===== src/rtl/led_step_gen.sv =====
// Control stage for the 4-LED shift pipe: step strobe generation, shift
// direction / fill bit, and a debounced pushbutton that cycles display modes.
module led_step_gen #(
  parameter int DIV   = 4,
  parameter int DEB   = 3,
  parameter int WIDTH = 4
) (
  input  logic       clock,
  input  logic       reset_n,
  input  logic       key_n,
  output logic       step,
  output logic       dir,
  output logic       ser_in,
  output logic [1:0] mode
);

  localparam int CW = (DIV > 1) ? $clog2(DIV) : 1;
  localparam int DW = $clog2(DEB + 1);
  localparam int PW = $clog2(WIDTH);

  localparam logic [CW-1:0] CNT_LAST    = CW'(DIV - 1);
  localparam logic [DW-1:0] DEB_LAST    = DW'(DEB - 1);
  localparam logic [PW-1:0] POS_LAST    = PW'(WIDTH - 1);
  localparam logic [PW-1:0] BOUNCE_LAST = PW'(WIDTH - 2);

  typedef enum logic [1:0] {
    ROT_L  = 2'd0,
    ROT_R  = 2'd1,
    BOUNCE = 2'd2,
    PAUSE  = 2'd3
  } mode_t;

  mode_t          state_q, state_d;
  logic           sync1_q, sync2_q;
  logic           deb_q;
  logic [DW-1:0]  deb_cnt_q;
  logic           press_q;
  logic [CW-1:0]  count_q;
  logic [PW-1:0]  pos_q;
  logic           bdir_q;
  logic           tick;
  logic           accept;
  logic           dir_d;

  // A level change is accepted on the DEB-th consecutive differing sample.
  assign accept = (sync2_q != deb_q) && (deb_cnt_q == DEB_LAST);

  always_ff @(posedge clock or negedge reset_n) begin
    if (!reset_n) begin
      sync1_q   <= 1'b1;
      sync2_q   <= 1'b1;
      deb_q     <= 1'b1;
      deb_cnt_q <= '0;
      press_q   <= 1'b0;
    end else begin
      sync1_q <= key_n;
      sync2_q <= sync1_q;
      press_q <= accept && !sync2_q;
      if (sync2_q == deb_q) begin
        deb_cnt_q <= '0;
      end else if (accept) begin
        deb_q     <= sync2_q;
        deb_cnt_q <= '0;
      end else begin
        deb_cnt_q <= deb_cnt_q + 1'b1;
      end
    end
  end

  always_ff @(posedge clock or negedge reset_n) begin
    if (!reset_n) state_q <= ROT_L;
    else          state_q <= state_d;
  end

  always_comb begin
    state_d = state_q;
    if (press_q) begin
      case (state_q)
        ROT_L:   state_d = ROT_R;
        ROT_R:   state_d = BOUNCE;
        BOUNCE:  state_d = PAUSE;
        default: state_d = ROT_L;
      endcase
    end
  end

  assign tick = (state_q != PAUSE) && (count_q == CNT_LAST);

  always_comb begin
    dir_d = 1'b0;
    case (state_q)
      ROT_R:   dir_d = 1'b1;
      BOUNCE:  dir_d = bdir_q;
      default: dir_d = 1'b0;
    endcase
  end

  // A press restarts the step timeline; a tick coinciding with it is dropped.
  always_ff @(posedge clock or negedge reset_n) begin
    if (!reset_n) begin
      count_q <= '0;
      pos_q   <= '0;
      bdir_q  <= 1'b0;
    end else if (press_q) begin
      count_q <= '0;
      pos_q   <= '0;
      bdir_q  <= 1'b0;
    end else if (state_q == PAUSE) begin
      count_q <= '0;
    end else begin
      count_q <= tick ? '0 : count_q + 1'b1;
      if (tick) begin
        if (state_q == BOUNCE) begin
          if (pos_q == BOUNCE_LAST) begin
            pos_q  <= '0;
            bdir_q <= ~bdir_q;
          end else begin
            pos_q <= pos_q + 1'b1;
          end
        end else begin
          pos_q <= (pos_q == POS_LAST) ? '0 : pos_q + 1'b1;
        end
      end
    end
  end

  always_ff @(posedge clock or negedge reset_n) begin
    if (!reset_n) begin
      step   <= 1'b0;
      ser_in <= 1'b0;
      dir    <= 1'b0;
    end else begin
      step   <= tick && !press_q;
      ser_in <= tick && !press_q && (pos_q == '0);
      if (tick && !press_q) dir <= dir_d;
    end
  end

  assign mode = state_q;

endmodule


===== config.mk =====
export PLATFORM = sky130hd
export DESIGN_NAME = led_step_gen
export DESIGN_NICKNAME = d
export VERILOG_FILES = /design/src/rtl/led_step_gen.sv
export SDC_FILE = /design/constraint.sdc
export NUM_CORES = 1
export LEC_CHECK = 0
export ABC_AREA = 1
export BUFFER_PORTS_ARGS = -buffer_cell sky130_fd_sc_hd__buf_2
export CORE_ASPECT_RATIO = 0.7
export CORE_MARGIN = 3
export CORE_UTILIZATION = 29
export CTS_BUF_LIST = sky130_fd_sc_hd__clkbuf_4 sky130_fd_sc_hd__clkbuf_8 sky130_fd_sc_hd__clkbuf_16
export CTS_CLUSTER_DIAMETER = 50
export DETAILED_ROUTE_END_ITERATION = 10
export SLEW_MARGIN = 0
export SYNTH_ARGS = -nofsm -noshare
export SYNTH_HDL_FRONTEND = slang
export SYNTH_SLANG_ARGS = --single-unit

===== constraint.sdc =====
create_clock -name clock -period 1.34 [get_ports clock]
set_clock_uncertainty 0.1 [all_clocks]
set_input_delay 0.268 -clock clock [delete_from_list [all_inputs] [get_ports clock]]
set_output_delay 0.268 -clock clock [all_outputs]
set_load 0.02 [all_outputs]

# Word-level counts from Yosys, hierarchy flattened
# Index checks and enable logic that the tools add are counted.
# Widths: inputs -> output; s select.
dict set report classes {
  mux 18
  add_sub_neg 3
  eq_ne 11
  n_reduce_logical 15
  n_bitwise 2
}
# cell count
set op_table {}
lappend op_table {{$mux 2} 11}
lappend op_table {{$eq 2x2->1 const B} 6}
lappend op_table {{$add 2x1->2 const B} 3}
lappend op_table {{$pmux 2 s3} 1}
lappend op_table {{$reduce_bool 2->1} 3}
lappend op_table {{$logic_and 1x1->1} 5}
lappend op_table {{$mux 1} 5}
lappend op_table {{$logic_not 2->1} 2}
lappend op_table {{$ne 2x2->1 const B} 2}
lappend op_table {{$reduce_and 2->1} 2}
lappend op_table {{$reduce_and 4->1} 1}
lappend op_table {{$eq 2x1->1 const B} 1}
lappend op_table {{$logic_not 1->1} 2}
lappend op_table {{$not 1->1} 2}
lappend op_table {{$pmux 1 s2} 1}
lappend op_table {{$eq 1x1->1} 1}
lappend op_table {{$ne 1x1->1} 1}
dict set report word_totals {
  word_cells 61
  out_inout_bits 5
  regBits 16
  inputBits 3
}

# Logic depth before layout (Yosys ltp)
# Gate-level depths: netlist of the first run.
dict set report logic_depth {
  depth_word 6
  ltp_mapped 7
  depth_no_buf 7
}

# Worst setup path after synthesis of the first run
# Ideal clock, no wire load.
dict set report synth_path {
  path_type {register to register}
  from {reg state_q[0], in the netlist mode[0]}
  to {reg bdir_q}
  setup_ns 0.119
  path_slack_ns -0.017
  t_required_ns 1.121
  n_path_buf 0
  synth_period_minus_slack_ns 1.357
  path_stages_with_launch 7
  arrival_ns 1.138
  cell_sequence {dfrtp_1 -> inv_1 -> ha_1 -> nand2_1 -> inv_1 -> a21oi_1 -> nor2_1}
}
dict set report synth_between {
  elab_chain_len 4
  word_cells_on_any_way 8
  classes_between {eq/ne: 4; reduce/logical: 4}
}
# element line
set synth_rtl {}
lappend synth_rtl {{from (decl)} 33} ;# mode_t state_q, state_d;
lappend synth_rtl {{from (signal assigned)} 72} ;# else state_q <= state_d;
lappend synth_rtl {{$ne 2x2->1} 87} ;# assign tick = (state_q != PAUSE) && (count_q == CNT_LAST);
lappend synth_rtl {{$logic_and 1x1->1} 87}
lappend synth_rtl {{$reduce_bool 2->1 (no source line)} --}
lappend synth_rtl {{$reduce_and 4->1 (no source line) *} --}
lappend synth_rtl {{to (signal assigned)} 116} ;# bdir_q <= ~bdir_q;
lappend synth_rtl {{to (decl)} 40} ;# logic bdir_q;
# Every way passes the cells marked *; elsewhere a longest branch is shown, timed or not.
# A chain may end at the register's enable or synchronous reset.

# Final worst setup path of the first run
dict set report layout_path {
  from {reg state_q[0], in the netlist mode[0]}
  to {reg state_q[1], in the netlist mode[1]}
}
dict set report layout_between {
  elab_chain_len 2
  word_cells_on_any_way 4
  classes_between {eq/ne: 2; mux: 1; reduce/logical: 1}
}
# element line
set layout_rtl {}
lappend layout_rtl {{$eq 2x2->1 (tied with other cells)} 78} ;# case (state_q)
lappend layout_rtl {{$pmux 2 s3 *} 78}
# Marked as above.

==> flow_summary.json, run 1 <==
{
  "setup_viol": 0,
  "cts.sinks": 16,
  "place_area_um2": 863,
  "avgSynthCellArea_um2": 10.1,
  "pin_count": 8,
  "r2r-end": "mode[1]",
  "core_area_um2": 2510,
  "drt_iter0_drc": 6,
  "power.density_nw_per_um2": 2150,
  "hold_violations": 0,
  "layout_worst_path_cycle_share_pct": 94.1,
  "port_buffers": 7,
  "worst_pin_slew_ps": 348,
  "die_area_um2": 3350,
  "syn_nets": 91,
  "final_cell_mix": "nand2_1 (15), dfrtp_1 (11), inv_1 (10)",
  "worstSetupPathType": "reg2reg",
  "die_y_um": 49.3,
  "final_common_cell": "nand2_1",
  "first_global_vias": 507,
  "crit-reg2reg-launch": "mode[0]",
  "post_drt_wl_per_cell_um": 9.60,
  "finalWorstSetupSlack_ps": 79.6,
  "layout.nets": 106,
  "start_util_pct": 30.9,
  "cts.htree.levels": 1,
  "maxCapViolations": 0,
  "reg2reg_depth": 5,
  "viasPerCell": 4.14,
  "clockBufferDepth": 2,
  "layout-drive-gt1-share_pct": 26.4,
  "path_clk_slew_ps": 60,
  "maxSlewHeadroom_pct": 76.8,
  "synth_cell_type_count": 19,
  "seq_area_frac_synth_pct": 52.0,
  "startpoint": "mode[0]",
  "dp_slack_ps": 31.2,
  "whs_ps": 15.7,
  "diodes": 0,
  "numCtsBuffers": 3,
  "wirelength_um": 1200,
  "cts_tree": "built",
  "hold_class": "in2reg",
  "final_area_um2": 942,
  "crit_end": "mode[1]",
  "routabilityCongestion": 0.819,
  "outcome": "finished, final reports clean",
  "required_ps": 1360,
  "grt_pass1_wl_um": 2180,
  "grt_usage_pct": 8.77,
  "yosysWarnings": 0,
  "grt_setup_unrepaired": "yes",
  "drv_slew": 0,
  "via_count": 517,
  "endpoint_kind": "flip-flop",
  "peakVddDrop_mv": 0.799,
  "synthCells": 77,
  "worstSetupStartpointType": "flip-flop",
  "ant_nets": 0,
  "drc": 0,
  "ys_ff_latch": 16,
  "period_needed_ps": 1260,
  "leakagePower_nw": 0.476,
  "r2r_setup_slack_ps": 80,
  "antenna_found_initial": 0,
  "crit_path_max_fanout": 5,
  "syn_to_final_growth_pct": 21.3,
  "crit_arrival_ps": 1280,
  "clock_latency_ps": 250,
  "grt_max_degree": 17,
  "die_w_um": 67.9,
  "std_cell_rows": 15,
  "hpwl_um": 935,
  "syn_area_um2": 777,
  "grt.overflow.total": 0,
  "fmax_mhz": 793,
  "cts_root_buf": "clkbuf_8",
  "drt_first_pass_iters": 4
}
registers in the layout (all words and copies together) (netlist names):
signal	flops
deb_cnt_q	2
ser_in	1
press_q	1
count_q	2
deb_q	1
bdir_q	1
step	1
sync1_q	1
sync2_q	1
dir	1
pos_q	2
mode	2
worst min-delay path by stage:
stage                  from           end  slack [ps]  cells after the start
floorplan           reset_n        bdir_q        -130                      0
global placement    reset_n  deb_cnt_q[0]          90                      1
detailed placement  reset_n  deb_cnt_q[0]         100                      1
CTS                   key_n       sync1_q           6                      1
global route          key_n       sync1_q           1                      1
finish                key_n       sync1_q          20                      1
worst max-delay path, stage by stage (launching register included):
cell and delay (ps):
dfrtp_2 400, inv_1 70, buf_4 140, ha_1 300, nand2_1 60, o21ai_0 70
cell families (layout without fill, tap and decap cells):
| kind of cell | count (synthesis) | in the layout | share of synthesized area (%) |
|---|---|---|---|
| DFF | 16 | 16 | 52.0 |
| adders and majority gates | 11 | 11 | 17.7 |
| and+or+nand+nor | 30 | 30 | 18.4 |
| xor gates and xnor gates | 1 | 1 | 1.13 |
| buffers and inverters | 11 | 25 | 5.31 |
| AOI/OAI and AO/OA | 8 | 8 | 5.47 |
what timing repair did:
action | CTS | global route
hold endpoints to repair | 13 | 0
endpoints found under the setup margin | 0 | 6
gates resized for setup | 0 | 3
hold buffers | 1 | 0
setup buffers | 0 | 1
where the power goes:
group          switching, mW  total (mW)  internal (mW)
clock                  0.157       0.417          0.260
sequential             0.146       0.823          0.677
combinational          0.463       0.789          0.326
total                  0.766        2.03           1.26
layout make-up:
class,count,area [um2]
clock buffer,4,55.1
fill,262,1570
inverter,11,41.3
multi-input combinational,50,337
sequential,16,407
tap,34,42.5
timing repair buffer,10,60.1
cells in the mapped netlist:
cell type  instances  area (um2)
nand2_1           15        56.3
dfrtp_1           13         325
ha_1              11         138
inv_1             10        37.5
nor2_1             4        15.0
dfstp_2            3        78.8
nand3_1            3        15.0
nor3_1             3        15.0
o21ai_0            3        15.0
o21ai_1            3        15.0
a21oi_1            1        5.00
inv_2              1        3.75
nand2_2            1        6.26
nor2_4             1        11.3
nor3_2             1        10.0
nor3b_1            1        7.51
nor4_1             1        6.26
o21bai_1           1        7.51
xnor2_1            1        8.76
metal layers:
metal | up-vias | part of all wire [%] | track usage, %
li1 | 272 | - | -
met2 | 9 | 45 | 12.0
met3 | 0 | 5.5 | 4.84
met5 | - | 0 | 0
met4 | 0 | 0 | 1.98
met1 | 236 | 50 | 12.0
through the flow:
stage | cells | utilization (%) | power [mW] | setup TNS (ps)
after global routing | 125 | 37.5 | 2.24 | -27.5
final | 125 | 37.5 | 2.03 | 0
after CTS | 124 | 36.9 | 2.05 | 0
after detailed placement | 119 | 34.3 | 1.61 | 0
after global placement | 119 | 34.3 | 1.58 | 0
after floorplan | 77 | - | 1.38 | 0
(Power assumes the default switching activity.)
==> inputs of run 2 (changes only) <==
- CORE_UTILIZATION: 29 -> 40
==> run 2 against run 1 <==
Compared with the run above: sequential power up 1%; routed wire length up 9.4%; final area down 2.4%; register-to-register slack about the same; setup slack worse by 24 ps; first-iteration DRC count up 130%; maximum frequency down 1.9%; flip-flop and latch count unchanged; largest cell class unchanged; critical endpoint is now mode[1]; non-clock buffer count up 1; critical path depth down 4; global-route usage up 3.9 points; core utilization up 16 points.
==> flow_summary.json, run 2 (synthesis results as in run 1) <==
{
  "std_cell_rows": 12,
  "maxCapViolations": 0,
  "cts.sinks": 16,
  "setup_viol": 0,
  "startpoint": "mode[1]",
  "grt_max_degree": 17,
  "crit_end": "mode[1]",
  "hpwl_um": 1010,
  "worstSetupPathType": "reg2out",
  "netSwitchingPower_mw": 0.786,
  "critPathBufInv": 1,
  "drt_iter0_drc": 14,
  "syn_to_final_growth_pct": 18.4,
  "finish.utilization_pct": 53.7,
  "dp_slack_ps": 28.8,
  "final_common_cell": "nand2_1",
  "outcome": "finished, final reports clean",
  "grt-busiest-layer": "met1",
  "worstSetupStartpointType": "flip-flop",
  "cp_cell_sequence": "buf_2",
  "cts_root_buf": "clkbuf_4",
  "layout_worst_path_cycle_share_pct": 95.9,
  "power_frac_comb_pct": 41.2,
  "seq_power_share_pct": 42.5,
  "crit-reg2reg-launch": "mode[0]",
  "wirelength_um": 1310,
  "p_int_mw": 1.18,
  "die_area_um2": 2520,
  "drt_first_pass_iters": 2,
  "grt_setup_unrepaired": "yes",
  "start_util_pct": 45.4,
  "core_area_um2": 1710,
  "path_clk_slew_ps": 90,
  "hold_violations": 0,
  "crit_slowest_cell": "dfrtp_2",
  "cts_tree": "built",
  "slowest_delay_ps": 460,
  "final_cell_mix": "nand2_1 (15), dfrtp_1 (11), inv_1 (8), ha_1 (8), buf_2 (7)",
  "r2r_setup_slack_ps": 80,
  "pin_count": 8,
  "cp.depth": 1,
  "diodes": 0,
  "via_count": 504,
  "use_met3_pct": 6.38,
  "grt.overflow.total": 0,
  "numCtsBuffers": 3,
  "clockBufferDepth": 2,
  "port_buffers": 7,
  "grt_usage_pct": 12.6,
  "layout.nets": 107,
  "p_sw_share_pct": 40.1,
  "crit_path_max_fanout": 6,
  "r2r-end": "mode[1]",
  "fmax_mhz": 778,
  "post_drt_wl_per_cell_um": 11.6,
  "grt_use_met2_pct": 16.9,
  "crit_family": "flip-flops",
  "maxSlewHeadroom_pct": 77.1,
  "drc": 0,
  "clock_latency_ps": 280,
  "power.density_nw_per_um2": 2130,
  "ant_nets": 0,
  "die_w_um": 58.7,
  "drv_slew": 0,
  "layout-drive-gt1-share_pct": 29.3,
  "antenna_found_initial": 0,
  "first_global_vias": 475,
  "period_needed_ps": 1280,
  "peakVddDrop_mv": 1.28,
  "die_y_um": 42.9,
  "leakagePower_nw": 0.470,
  "grt_pass1_wl_um": 2330,
  "finalWorstSetupSlack_ps": 55.5,
  "required_ps": 970,
  "whs_ps": 261,
  "endpoint_kind": "primary output",
  "routabilityCongestion": 0.751,
  "clkPwrFrac_pct": 16.4,
  "viasPerCell": 4.46,
  "crit_arrival_ps": 920,
  "total_power_mw": 1.96,
  "cts.htree.levels": 1,
  "gr-usage-met1_pct": 18.5,
  "hold_class": "reg2reg",
  "reg2reg_depth": 5,
  "worst_pin_slew_ps": 343
}
## run 2: changes by cell type in the layout (fill, tap and decap cells not counted)
cell and delta:
inv_2 +2, ha_1 -1, dlygate4sd3_1 +1, ha_2 +1
clkbuf_8 -3, clkbuf_4 +3, inv_1 -2
## run 2: per-stage QoR
step                      area [um2]  setup TNS, ps  cells
after floorplan                  778              0     77
after global routing             920          -25.9    113
after global placement           847              0    106
after detailed placement         847              0    106
final                            920              0    113
after CTS                        903              0    112
## run 2: repair_timing
action                                  in CTS  in global routing
hold buffers                                 2                  0
gates resized for setup                      0                  6
endpoints found under the setup margin       0                  9
endpoints found under the hold margin       14                  0
buffers inserted                             0                  1
## run 2: final cells by class
| cell class | count | area (um2) |
|---|---|---|
| fillers | 167 | 792 |
| flip-flops and latches | 16 | 407 |
| multi-input cells | 50 | 339 |
| repair buffers | 11 | 70.1 |
| inverters | 11 | 41.3 |
| clock buffers | 4 | 36.3 |
| well taps | 21 | 26.3 |
## run 2: power by group through the flow
stage	logic [mW]	clock network [mW]	registers [mW]
final	0.808	0.321	0.833
after global placement	0.773	0	0.822
after floorplan	0.507	0	0.871
after global routing	0.950	0.352	0.861
after detailed placement	0.783	0	0.835
after CTS	0.792	0.332	0.825
## run 2: routing by layer
layer  up-vias  part of all wire, %  routed length, um
met5         -                    0                  0
met4         0                    0                  0
met3         0                  5.0                 65
met2        10                   39                512
met1       222                   56                735
li1        272                    -                  -
## run 2: worst min path at each step
stage / depth (start not counted) / from / slack (ps) / endpoint
6_report: 0 / sync1_q / 260 / sync2_q
5_1_grt: 0 / sync1_q / 270 / sync2_q
4_1_cts: 0 / sync1_q / 260 / sync2_q
3_5_place_dp: 1 / reset_n / 100 / step
3_3_place_gp: 1 / reset_n / 100 / step
2_1_floorplan: 0 / reset_n / -130 / bdir_q
